### src/rtl/iccm_port_arbiter_if.sv
// iccm_port_arbiter_if: loader/bus request-response bundle plus SRAM macro pins.
// slave = arbiter side; master = requesters and SRAM model side.
interface iccm_port_arbiter_if #(
  parameter int AW = 12,
  parameter int DW = 32
);
  logic          ld_req_i;
  logic          ld_we_i;
  logic          ld_lock_i;
  logic [AW-1:0] ld_addr_i;
  logic [DW-1:0] ld_wdata_i;
  logic [3:0]    ld_wmask_i;
  logic          ld_gnt_o;
  logic          ld_rvalid_o;
  logic [DW-1:0] ld_rdata_o;

  logic          bus_req_i;
  logic          bus_we_i;
  logic [AW-1:0] bus_addr_i;
  logic [DW-1:0] bus_wdata_i;
  logic [3:0]    bus_wmask_i;
  logic          bus_gnt_o;
  logic          bus_rvalid_o;
  logic [DW-1:0] bus_rdata_o;

  logic          sram_csb_o;
  logic          sram_web_o;
  logic [AW-1:0] sram_addr_o;
  logic [DW-1:0] sram_wdata_o;
  logic [3:0]    sram_wmask_o;
  logic [DW-1:0] sram_rdata_i;

  logic          owner_o;

  modport slave (
    input  ld_req_i, ld_we_i, ld_lock_i,
    input  ld_addr_i, ld_wdata_i, ld_wmask_i,
    output ld_gnt_o, ld_rvalid_o, ld_rdata_o,
    input  bus_req_i, bus_we_i,
    input  bus_addr_i, bus_wdata_i, bus_wmask_i,
    output bus_gnt_o, bus_rvalid_o, bus_rdata_o,
    output sram_csb_o, sram_web_o, sram_addr_o,
    output sram_wdata_o, sram_wmask_o,
    input  sram_rdata_i,
    output owner_o
  );

  modport master (
    output ld_req_i, ld_we_i, ld_lock_i,
    output ld_addr_i, ld_wdata_i, ld_wmask_i,
    input  ld_gnt_o, ld_rvalid_o, ld_rdata_o,
    output bus_req_i, bus_we_i,
    output bus_addr_i, bus_wdata_i, bus_wmask_i,
    input  bus_gnt_o, bus_rvalid_o, bus_rdata_o,
    input  sram_csb_o, sram_web_o, sram_addr_o,
    input  sram_wdata_o, sram_wmask_o,
    output sram_rdata_i,
    input  owner_o
  );
endinterface

### src/rtl/iccm_port_arbiter.sv
// iccm_port_arbiter: shares one single-port ICCM SRAM between loader and bus.
// Ports: clk_i, rst_ni (sync, active-low), io (iccm_port_arbiter_if.slave).
// Macro ICCM_ARB_RR_EN selects round-robin on contention; else loader first.
module iccm_port_arbiter #(
  parameter int         AW      = 12,
  parameter int         DW      = 32,
  parameter logic [3:0] MaxWait = 4'd15
) (
  input logic                clk_i,
  input logic                rst_ni,
  iccm_port_arbiter_if.slave io
);

  typedef enum logic {
    S_ARB,
    S_LD_LOCK
  } state_e;

  state_e     r_state;
  logic [3:0] r_wait;
  logic       r_rsp_vld;
  logic       r_rsp_bus;
  logic       r_rsp_rd;
  logic       r_owner;
`ifdef ICCM_ARB_RR_EN
  // 1: bus has priority on the next contention
  logic       r_rr;
`endif

  logic w_ld_gnt;
  logic w_bus_gnt;
  logic w_any;
  logic w_starve;
  logic w_both;

  assign w_starve = (r_wait == MaxWait);
  assign w_both   = io.ld_req_i & io.bus_req_i;
  assign w_any    = w_ld_gnt | w_bus_gnt;

  always_comb begin
    w_ld_gnt  = 1'b0;
    w_bus_gnt = 1'b0;
    if (rst_ni) begin
      unique case (r_state)
        S_LD_LOCK: w_ld_gnt = io.ld_req_i;
        default: begin
          if (w_both) begin
            if (w_starve) begin
              w_bus_gnt = 1'b1;
`ifdef ICCM_ARB_RR_EN
            end else if (r_rr) begin
              w_bus_gnt = 1'b1;
`endif
            end else begin
              w_ld_gnt = 1'b1;
            end
          end else begin
            w_ld_gnt  = io.ld_req_i;
            w_bus_gnt = io.bus_req_i;
          end
        end
      endcase
    end
  end

  assign io.ld_gnt_o  = w_ld_gnt;
  assign io.bus_gnt_o = w_bus_gnt;

  always_comb begin
    io.sram_csb_o   = 1'b1;
    io.sram_web_o   = 1'b1;
    io.sram_addr_o  = '0;
    io.sram_wdata_o = '0;
    io.sram_wmask_o = '0;
    unique case (1'b1)
      w_ld_gnt: begin
        io.sram_csb_o   = 1'b0;
        io.sram_web_o   = ~io.ld_we_i;
        io.sram_addr_o  = io.ld_addr_i;
        io.sram_wdata_o = io.ld_wdata_i;
        io.sram_wmask_o = io.ld_wmask_i;
      end
      w_bus_gnt: begin
        io.sram_csb_o   = 1'b0;
        io.sram_web_o   = ~io.bus_we_i;
        io.sram_addr_o  = io.bus_addr_i;
        io.sram_wdata_o = io.bus_wdata_i;
        io.sram_wmask_o = io.bus_wmask_i;
      end
      default: ;
    endcase
  end

  // Response follows the tag captured at grant; writes return zero data.
  assign io.ld_rvalid_o  = r_rsp_vld & ~r_rsp_bus;
  assign io.bus_rvalid_o = r_rsp_vld &  r_rsp_bus;
  assign io.ld_rdata_o   =
    (io.ld_rvalid_o & r_rsp_rd) ? io.sram_rdata_i : '0;
  assign io.bus_rdata_o  =
    (io.bus_rvalid_o & r_rsp_rd) ? io.sram_rdata_i : '0;
  assign io.owner_o      = r_owner;

  always_ff @(posedge clk_i) begin
    if (!rst_ni) begin
      r_state   <= S_ARB;
      r_wait    <= '0;
      r_rsp_vld <= 1'b0;
      r_rsp_bus <= 1'b0;
      r_rsp_rd  <= 1'b0;
      r_owner   <= 1'b0;
`ifdef ICCM_ARB_RR_EN
      r_rr      <= 1'b0;
`endif
    end else begin
      r_rsp_vld <= w_any;
      if (w_any) begin
        r_rsp_bus <= w_bus_gnt;
        r_rsp_rd  <= w_bus_gnt ? ~io.bus_we_i : ~io.ld_we_i;
        r_owner   <= w_bus_gnt;
`ifdef ICCM_ARB_RR_EN
        r_rr      <= w_ld_gnt;
`endif
      end

      if (!io.bus_req_i || w_bus_gnt) begin
        r_wait <= '0;
      end else if (r_wait != 4'hF) begin
        r_wait <= r_wait + 4'd1;
      end

      unique case (r_state)
        S_LD_LOCK: begin
          if (!io.ld_req_i || !io.ld_lock_i) begin
            r_state <= S_ARB;
          end
        end
        default: begin
          if (w_ld_gnt && io.ld_lock_i) begin
            r_state <= S_LD_LOCK;
          end
        end
      endcase
    end
  end

endmodule

### src/flat_wrapper.sv
// flat-port wrapper written by rule: the top's interface ports become plain ports
module iccm_port_arbiter_flat 
#(
  parameter int         AW      = 12,
  parameter int         DW      = 32,
  parameter logic [3:0] MaxWait = 4'd15
)
  (clk_i, rst_ni, io_ld_req_i, io_ld_we_i, io_ld_lock_i, io_ld_addr_i, io_ld_wdata_i, io_ld_wmask_i, io_ld_gnt_o, io_ld_rvalid_o, io_ld_rdata_o, io_bus_req_i, io_bus_we_i, io_bus_addr_i, io_bus_wdata_i, io_bus_wmask_i, io_bus_gnt_o, io_bus_rvalid_o, io_bus_rdata_o, io_sram_csb_o, io_sram_web_o, io_sram_addr_o, io_sram_wdata_o, io_sram_wmask_o, io_sram_rdata_i, io_owner_o);
  iccm_port_arbiter_if #(.AW(AW), .DW(DW)) io_i ();
  input logic clk_i;
  input logic rst_ni;
  input wire logic [$bits(io_i.ld_req_i)-1:0] io_ld_req_i;
  input wire logic [$bits(io_i.ld_we_i)-1:0] io_ld_we_i;
  input wire logic [$bits(io_i.ld_lock_i)-1:0] io_ld_lock_i;
  input wire logic [$bits(io_i.ld_addr_i)-1:0] io_ld_addr_i;
  input wire logic [$bits(io_i.ld_wdata_i)-1:0] io_ld_wdata_i;
  input wire logic [$bits(io_i.ld_wmask_i)-1:0] io_ld_wmask_i;
  output wire logic [$bits(io_i.ld_gnt_o)-1:0] io_ld_gnt_o;
  output wire logic [$bits(io_i.ld_rvalid_o)-1:0] io_ld_rvalid_o;
  output wire logic [$bits(io_i.ld_rdata_o)-1:0] io_ld_rdata_o;
  input wire logic [$bits(io_i.bus_req_i)-1:0] io_bus_req_i;
  input wire logic [$bits(io_i.bus_we_i)-1:0] io_bus_we_i;
  input wire logic [$bits(io_i.bus_addr_i)-1:0] io_bus_addr_i;
  input wire logic [$bits(io_i.bus_wdata_i)-1:0] io_bus_wdata_i;
  input wire logic [$bits(io_i.bus_wmask_i)-1:0] io_bus_wmask_i;
  output wire logic [$bits(io_i.bus_gnt_o)-1:0] io_bus_gnt_o;
  output wire logic [$bits(io_i.bus_rvalid_o)-1:0] io_bus_rvalid_o;
  output wire logic [$bits(io_i.bus_rdata_o)-1:0] io_bus_rdata_o;
  output wire logic [$bits(io_i.sram_csb_o)-1:0] io_sram_csb_o;
  output wire logic [$bits(io_i.sram_web_o)-1:0] io_sram_web_o;
  output wire logic [$bits(io_i.sram_addr_o)-1:0] io_sram_addr_o;
  output wire logic [$bits(io_i.sram_wdata_o)-1:0] io_sram_wdata_o;
  output wire logic [$bits(io_i.sram_wmask_o)-1:0] io_sram_wmask_o;
  input wire logic [$bits(io_i.sram_rdata_i)-1:0] io_sram_rdata_i;
  output wire logic [$bits(io_i.owner_o)-1:0] io_owner_o;
  assign io_i.ld_req_i = io_ld_req_i;
  assign io_i.ld_we_i = io_ld_we_i;
  assign io_i.ld_lock_i = io_ld_lock_i;
  assign io_i.ld_addr_i = io_ld_addr_i;
  assign io_i.ld_wdata_i = io_ld_wdata_i;
  assign io_i.ld_wmask_i = io_ld_wmask_i;
  assign io_ld_gnt_o = io_i.ld_gnt_o;
  assign io_ld_rvalid_o = io_i.ld_rvalid_o;
  assign io_ld_rdata_o = io_i.ld_rdata_o;
  assign io_i.bus_req_i = io_bus_req_i;
  assign io_i.bus_we_i = io_bus_we_i;
  assign io_i.bus_addr_i = io_bus_addr_i;
  assign io_i.bus_wdata_i = io_bus_wdata_i;
  assign io_i.bus_wmask_i = io_bus_wmask_i;
  assign io_bus_gnt_o = io_i.bus_gnt_o;
  assign io_bus_rvalid_o = io_i.bus_rvalid_o;
  assign io_bus_rdata_o = io_i.bus_rdata_o;
  assign io_sram_csb_o = io_i.sram_csb_o;
  assign io_sram_web_o = io_i.sram_web_o;
  assign io_sram_addr_o = io_i.sram_addr_o;
  assign io_sram_wdata_o = io_i.sram_wdata_o;
  assign io_sram_wmask_o = io_i.sram_wmask_o;
  assign io_i.sram_rdata_i = io_sram_rdata_i;
  assign io_owner_o = io_i.owner_o;
  iccm_port_arbiter #(.AW(AW), .DW(DW), .MaxWait(MaxWait)) u_core (.clk_i(clk_i), .rst_ni(rst_ni), .io(io_i));
endmodule
### config.mk
export PLATFORM = sky130hd
export DESIGN_NAME = iccm_port_arbiter_flat
export DESIGN_NICKNAME = d
export VERILOG_FILES = /design/src/rtl/iccm_port_arbiter_if.sv /design/src/rtl/iccm_port_arbiter.sv /design/src/flat_wrapper.sv
export SDC_FILE = /design/constraint.sdc
export NUM_CORES = 1
export LEC_CHECK = 0
export CAP_MARGIN = 10
export CORE_AREA = 2 2 98 100
export DETAILED_ROUTE_END_ITERATION = 10
export DIE_AREA = 0 0 100 102
export HOLD_SLACK_MARGIN = 0.15
export PLACE_DENSITY_LB_ADDON = 0.12
export RECOVER_POWER = 50
export SETUP_SLACK_MARGIN = 0.1
export SLEW_MARGIN = 20
export SYNTH_ARGS = -nofsm -noshare
export SYNTH_HDL_FRONTEND = slang
export SYNTH_SLANG_ARGS = --single-unit
### constraint.sdc
create_clock -name clk_i -period 2 [get_ports clk_i]
set_input_delay 0.4 -clock clk_i [delete_from_list [all_inputs] [get_ports clk_i]]
set_output_delay 0.4 -clock clk_i [all_outputs]
set_load 0.01 [all_outputs]
==> results.py, run 1 <==
metrics = {
    "status": {
        "outcome": "finished with violations",
        "violations": "negative setup slack",
    },
    "drt": {
        "routed_via_density": 5.11,
        "wl_per_cell_um": 18.2,
        "wl_um": 13500,
        "first_pass_iters": 5,
        "ant_nets": 0,
        "drt_iter0_drc": 119,
        "drc": 0,
        "vias": 3797,
    },
    "worst_hold_path": {
        "hold_end": "u_core.io.owner_o",
        "min_path_cells": 2,
        "hp-class": "register to register",
        "min_from": "u_core.io.owner_o",
    },
    "die": {
        "fp-row-count": 35,
        "io_pins": 254,
        "core_um2": 9110,
        "initial_core_util_pct": 25.3,
        "die-area_um2": 10200,
        "die_h_um": 102,
        "die_w_um": 100,
    },
    "final_layout": {
        "final_area_um2": 5790,
        "fillerInstances": 869,
        "instances_no_fill": 743,
        "diodes": 0,
        "layout-drive-gt1-share_pct": 26.1,
        "syn2layout_area_growth_pct": 151,
        "finalNetCount": 770,
    },
    "worst_setup_path": {
        "path_max_fanout": 5,
        "r2r_start": "u_core.r_wait[0]",
        "cp.arrival_ns": 1.72,
        "rrSetupSlack_ns": 0.46,
        "slowest_stage": "dfxtp_2",
        "r2r-end": "u_core.r_wait[0]",
        "crit_path_max_incr_delay_ns": 0.33,
        "crit_type": "register to output port",
        "end_kind": "output port",
        "worstPathCellList": "ha_4 -> and3_4 -> buf_8 -> buf_16 -> o211a_1 -> o21a_1 -> buf_2",
        "required_ns": 1.60,
        "r2r_cells": 6,
        "cp-start-kind": "register",
    },
    "timing": {
        "worst_pin_slew_ns": 0.366,
        "finalSetupViolCount": 37,
        "relSlewSlack_pct": 75.0,
        "setup-tns-final_ns": -2.22,
        "min_period_ns": 2.12,
        "hold_slack_ns": 0.508,
        "fin_crit_sh_pct": 106,
        "hold_violations": 0,
        "setup_ws_ns": -0.125,
        "slew_viol_final": 0,
        "rsz0062_at_grt": "yes",
        "max_freq_mhz": 471,
        "clock_skew_ns": 0.00922,
    },
    "clock_network": {
        "hold_buffers": 0,
        "numCtsBuffers": 3,
        "cts_tree": "done",
        "clock-sinks": 8,
        "root_buffer": "clkbuf_8",
        "cts_max_level": 1,
        "path_clk_slew_ns": 0.05,
        "worst_skew_pair.late_latency_ns": 0.24,
        "clock_path_buffers": 2,
    },
    "synth": {
        "syn_nets": 494,
        "syn_area_per_cell_um2": 6.43,
        "ys_types": 28,
        "synth-seq-cells": 8,
        "syn_area_um2": 2300,
        "syn_inst": 358,
        "ys_seq_area_share_pct": 6.95,
        "ys_warn_count": 0,
    },
    "grt": {
        "grt-ovfl-total": 0,
        "antenna_found_initial": 1,
        "grt_max_degree": 34,
        "grt_pass1_vias": 3625,
        "grt_pass1_wl_um": 19400,
        "globalRouteTotalUtil_pct": 24.1,
    },
    "pwr": {
        "powerDensity_nw_per_um2": 217,
        "leakagePower_nw": 3.28,
        "ir_drop_mv": 0.131,
    },
    "place": {
        "place_congestion": 0.805,
        "dp_cells": 700,
        "io_buffers": 253,
        "place_area_um2": 5060,
        "hpwl_um": 8450,
    },
    "run": {
        "maxCapViolCount": 0,
    },
}
-- power by group --
part / internal, mW / switching (mW)
sequential: 0.167 / 0.00570
combinational: 0.530 / 0.353
clock: 0.131 / 0.0676
-- worst max-delay path by stage --
| stage | startpoint | to | slack (ns) | cells past startpoint |
|---|---|---|---|---|
| after floorplan | u_core.r_wait[0] | io_sram_addr_o[5] | 0.11 | 7 |
| after global placement | io_bus_req_i | io_sram_wdata_o[22] | -0.63 | 6 |
| after detailed placement | io_bus_req_i | io_sram_wdata_o[22] | -0.63 | 6 |
| after CTS | u_core.r_wait[1] | io_sram_wdata_o[13] | -0.13 | 8 |
| after global routing | u_core.r_wait[0] | io_sram_wdata_o[17] | -0.16 | 7 |
| final | u_core.r_wait[0] | io_sram_wdata_o[17] | -0.12 | 7 |
-- sequential cells by signal, summed over array words and instances (netlist names) --
name / flops
u_core.r_rsp_vld: 1
u_core.r_wait: 4
u_core.io.owner_o: 1
u_core.r_rsp_rd: 1
u_core.r_state: 1
-- metal layers --
layer  GRT usage (%)  share of wire, %
met1            25.3                36
met2            46.0                51
met3            6.98               9.9
met4            8.32               2.2
met5               0             0.096
-- cells in the mapped netlist --
| cell | n | area share [%] |
|---|---|---|
| and4_1 | 1 | 0.38 |
| o211ai_1 | 1 | 0.33 |
| nand2b_1 | 1 | 0.27 |
| dfxtp_1 | 8 | 7.0 |
| o211a_1 | 48 | 21 |
| and2_1 | 33 | 9.0 |
| o21ai_1 | 2 | 0.43 |
| nor2b_1 | 2 | 0.54 |
| a31oi_1 | 1 | 0.27 |
| or3_1 | 2 | 0.54 |
| inv_1 | 3 | 0.49 |
| o21a_1 | 48 | 16 |
| a21oi_1 | 56 | 12 |
| clkbuf_1 | 26 | 4.2 |
| clkbuf_2 | 1 | 0.22 |
| inv_2 | 1 | 0.16 |
| nand2_1 | 53 | 8.6 |
| nand3_1 | 4 | 0.87 |
| buf_2 | 19 | 4.1 |
| and3_1 | 35 | 9.5 |
| nor4_1 | 1 | 0.27 |
| nor2_1 | 3 | 0.49 |
| a211o_1 | 1 | 0.38 |
| nand3b_1 | 2 | 0.65 |
| buf_6 | 3 | 1.5 |
| a2111oi_0 | 1 | 0.38 |
| ha_1 | 1 | 0.54 |
| nor3_1 | 1 | 0.22 |
-- through the flow --
| step | worst slack (ns) | power, mW | utilization [%] |
|---|---|---|---|
| after CTS | -0.129 | 1.23 | 62.5 |
| after detailed placement | -0.629 | 0.972 | 55.5 |
| after floorplan | 0.115 | 0.465 | - |
| after global routing | -0.158 | 1.32 | 63.6 |
| after global placement | -0.634 | 0.966 | 55.5 |
| final | -0.125 | 1.25 | 63.6 |
-- layout make-up --
| cell class | count | area (µm²) | share of cell area [%] |
|---|---|---|---|
| timing repair buffer | 319 | 3340 | 57.7 |
| clock buffer | 3 | 41.3 | 0.713 |
| multi-input combinational | 298 | 2090 | 36.1 |
| tap | 111 | 139 | 2.40 |
| sequential | 8 | 165 | 2.85 |
| inverter | 4 | 15.0 | 0.259 |
-- kinds of logic after synthesis --
logic type | share of synthesized area [%]
simple gates | 31.3
fa+ha+maj | 0.543
compound gates | 50.5
buf+inv | 10.7
flops | 6.95
-- worst max-delay path, delay by kind of cell, from the launching register on --
family	cells	cell delay, ns
flip-flops	1	0.33
AO/OA/AOI/OAI	2	0.38
buffers and inverters	3	0.42
AND/OR/NAND/NOR	1	0.20
adder cells (fa/ha/maj)	1	0.17
-- placed cells by master (no fill, tap or decap), types with 2 or more instances in the layout --
cell type,Yosys,routed
clkdlybuf4s50_1,0,133
dlygate4sd2_1,0,65
nand2_1,53,52
o211a_1,48,48
o21a_1,48,48
buf_2,19,48
and2_1,33,33
and3_1,35,32
a21oi_1,56,28
a21oi_2,0,26
buf_4,0,23
buf_12,0,17
buf_16,0,16
buf_6,3,12
and3_4,0,4
nand3_1,4,4
dfxtp_2,0,4
dfxtp_1,8,4
inv_1,3,3
nor2_1,3,3
clkbuf_8,0,3
nor2b_4,0,2
nand3b_1,2,2
a21oi_4,0,2
or3_1,2,2
clkbuf_16,0,2
-- what timing repair did --
item | in CTS | in global routing
setup endpoints to repair | 117 | 52
gates resized for setup | 339 | 20
cloned | 20 | 2
pin swaps | 20 | 32
buffers inserted | 18 | 3
Note: power is estimated with default switching activity, not from simulation.
==> run 2: changes to the inputs <==
- CORE_AREA: 2 2 98 100 -> default
- CORE_ASPECT_RATIO: default -> 2
- CORE_MARGIN: default -> 5
- CORE_UTILIZATION: default -> 29
- DIE_AREA: 0 0 100 102 -> default
==> results.py, run 2 (same netlist as run 1, synthesis figures left out) <==
metrics = {
    "drt": {
        "vias": 3848,
        "first_pass_iters": 4,
        "ant_nets": 0,
        "drc": 0,
        "routed_via_density": 5.27,
        "wl_per_cell_um": 19.0,
        "drt_iter0_drc": 204,
        "wl_um": 13900,
    },
    "worst_setup_path": {
        "critPathBufInv": 3,
        "r2r-end": "u_core.r_wait[0]",
        "crit_path_max_incr_delay_ns": 0.33,
        "cp.depth": 7,
        "slowest_stage": "dfxtp_2",
        "crit_type": "register to output port",
        "path_max_fanout": 7,
        "cp-start-kind": "register",
        "cp.arrival_ns": 1.70,
        "r2r_start": "u_core.r_wait[0]",
        "r2r_cells": 6,
        "worstPathCellList": "ha_4 -> and3_4 -> buf_4 -> clkbuf_16 -> o211a_1 -> o21a_1 -> clkbuf_2",
        "rrSetupSlack_ns": 0.50,
        "end_kind": "output port",
        "cpLargestDelayFamily": "buffers and inverters",
        "required_ns": 1.60,
    },
    "grt": {
        "globalRouteTotalUtil_pct": 23.7,
        "grt_pass1_vias": 3551,
        "grt-ovfl-total": 0,
        "grt_max_degree": 44,
        "antenna_found_initial": 0,
        "grt_pass1_wl_um": 18900,
    },
    "die": {
        "die-area_um2": 9930,
        "die_h_um": 136,
        "die_w_um": 73.0,
        "initial_core_util_pct": 29.4,
        "core_um2": 7830,
        "io_pins": 254,
        "fp-row-count": 46,
    },
    "clock_network": {
        "clock-sinks": 8,
        "root_buffer": "clkbuf_16",
        "path_clk_slew_ns": 0.04,
        "cts_tree": "done",
        "hold_buffers": 0,
        "worst_skew_pair.late_latency_ns": 0.24,
        "numCtsBuffers": 3,
        "cts_max_level": 1,
        "clock_path_buffers": 2,
    },
    "timing": {
        "worst_pin_slew_ns": 0.327,
        "slew_viol_final": 0,
        "fin_crit_sh_pct": 105,
        "setup_ws_ns": -0.102,
        "hold_violations": 0,
        "clock_skew_ns": 0.00126,
        "relSlewSlack_pct": 77.6,
        "rsz0062_at_grt": "yes",
        "finalSetupViolCount": 45,
        "min_period_ns": 2.10,
        "hold_slack_ns": 0.500,
        "max_freq_mhz": 476,
    },
    "final_layout": {
        "layout-drive-gt1-share_pct": 25.6,
        "finalNetCount": 772,
        "register_area_um2": 164,
        "final_common_cell": "clkdlybuf4s50_1",
        "top_register": "u_core.r_wait",
        "multiInputGateArea_um2": 2050,
        "diodes": 0,
        "largest_reg_flops": 4,
        "fillerInstances": 670,
        "layout_common_cells": "133 x clkdlybuf4s50_1, 52 x nand2_1, 51 x dlygate4sd2_1, 48 x o211a_1, 48 x o21a_1",
        "syn2layout_area_growth_pct": 145,
        "instances_no_fill": 730,
    },
    "pwr": {
        "intPower_mw": 0.941,
        "leakagePower_nw": 3.20,
        "clockPowerShare_pct": 24.9,
        "power_frac_seq_pct": 12.6,
        "power_switching_mw": 0.436,
        "p_total_mw": 1.38,
        "powerDensity_nw_per_um2": 244,
        "comb_power_share_pct": 62.5,
        "swShare_pct": 31.7,
        "ir_drop_mv": 0.228,
    },
    "place": {
        "dp_cells": 687,
        "io_buffers": 253,
        "post-place-ws_ns": -0.584,
        "hpwl_um": 8590,
        "place_congestion": 0.816,
    },
    "worst_hold_path": {
        "hp-class": "register to register",
        "min_path_cells": 2,
        "hold_end": "u_core.io.owner_o",
        "min_from": "u_core.io.owner_o",
    },
    "status": {
        "violations": "negative setup slack",
        "outcome": "finished with violations",
    },
    "run": {
        "maxCapViolCount": 0,
    },
}
==> run 2: cell type report <==
cell class	instances	share of cell area, %
clock buffers	3	1.33
inverters	4	0.266
multi-input cells	298	36.3
flip-flops and latches	8	2.90
well taps	96	2.13
repair buffers	321	57.1
==> run 2: metrics by stage <==
step / area, µm² / utilization [%] / setup TNS, ns
after floorplan: 2300 / - / 0
after global placement: 5030 / 64.2 / -28.08
after detailed placement: 5030 / 64.2 / -28.38
after CTS: 5240 / 67.0 / -2.79
after global routing: 5650 / 72.2 / -5.06
final: 5650 / 72.2 / -2.65
==> run 2: timing repair <==
item | in CTS | in global routing
gates resized for setup | 254 | 98
pin swaps | 4 | 26
hold endpoints to repair | 0 | 0
endpoints found under the setup margin | 117 | 66
gates cloned | 9 | 12
buffers inserted | 8 | 11
==> run 2: power by group through the flow <==
stage	clock network, mW	logic [mW]	registers, mW
2_1_floorplan	0	0.291	0.174
3_3_place_gp	0	0.795	0.173
3_5_place_dp	0	0.799	0.173
4_1_cts	0.352	0.821	0.173
5_1_grt	0.356	0.921	0.174
6_report	0.343	0.861	0.173
==> run 2: worst max path at each step <==
stage                                start                   to  slack (ns)
after global placement        io_bus_req_i   io_sram_wdata_o[1]       -0.57
final                     u_core.r_wait[0]  io_sram_wdata_o[12]       -0.10
after floorplan           u_core.r_wait[0]    io_sram_addr_o[5]        0.11
after global routing      u_core.r_wait[0]   io_sram_wdata_o[4]       -0.15
after detailed placement      io_bus_req_i  io_sram_wdata_o[19]       -0.58
after CTS                 u_core.r_wait[0]  io_sram_wdata_o[25]       -0.15
==> run 2: worst register-to-register path: stages, from the launching register on <==
cell and delay (ns):
dfxtp_2 0.33, ha_4 0.16, and3_4 0.17, buf_6 0.13, buf_6 0.14, or3_1 0.34
a21oi_1 0.14
==> run 2: metal layers <==
layer	up-vias	part of all wire [%]	GRT usage (%)
li1	1852	-	-
met1	1770	38	28.7
met2	197	50	40.2
met3	29	9.1	7.11
met4	0	3.0	5.85
met5	-	0	0
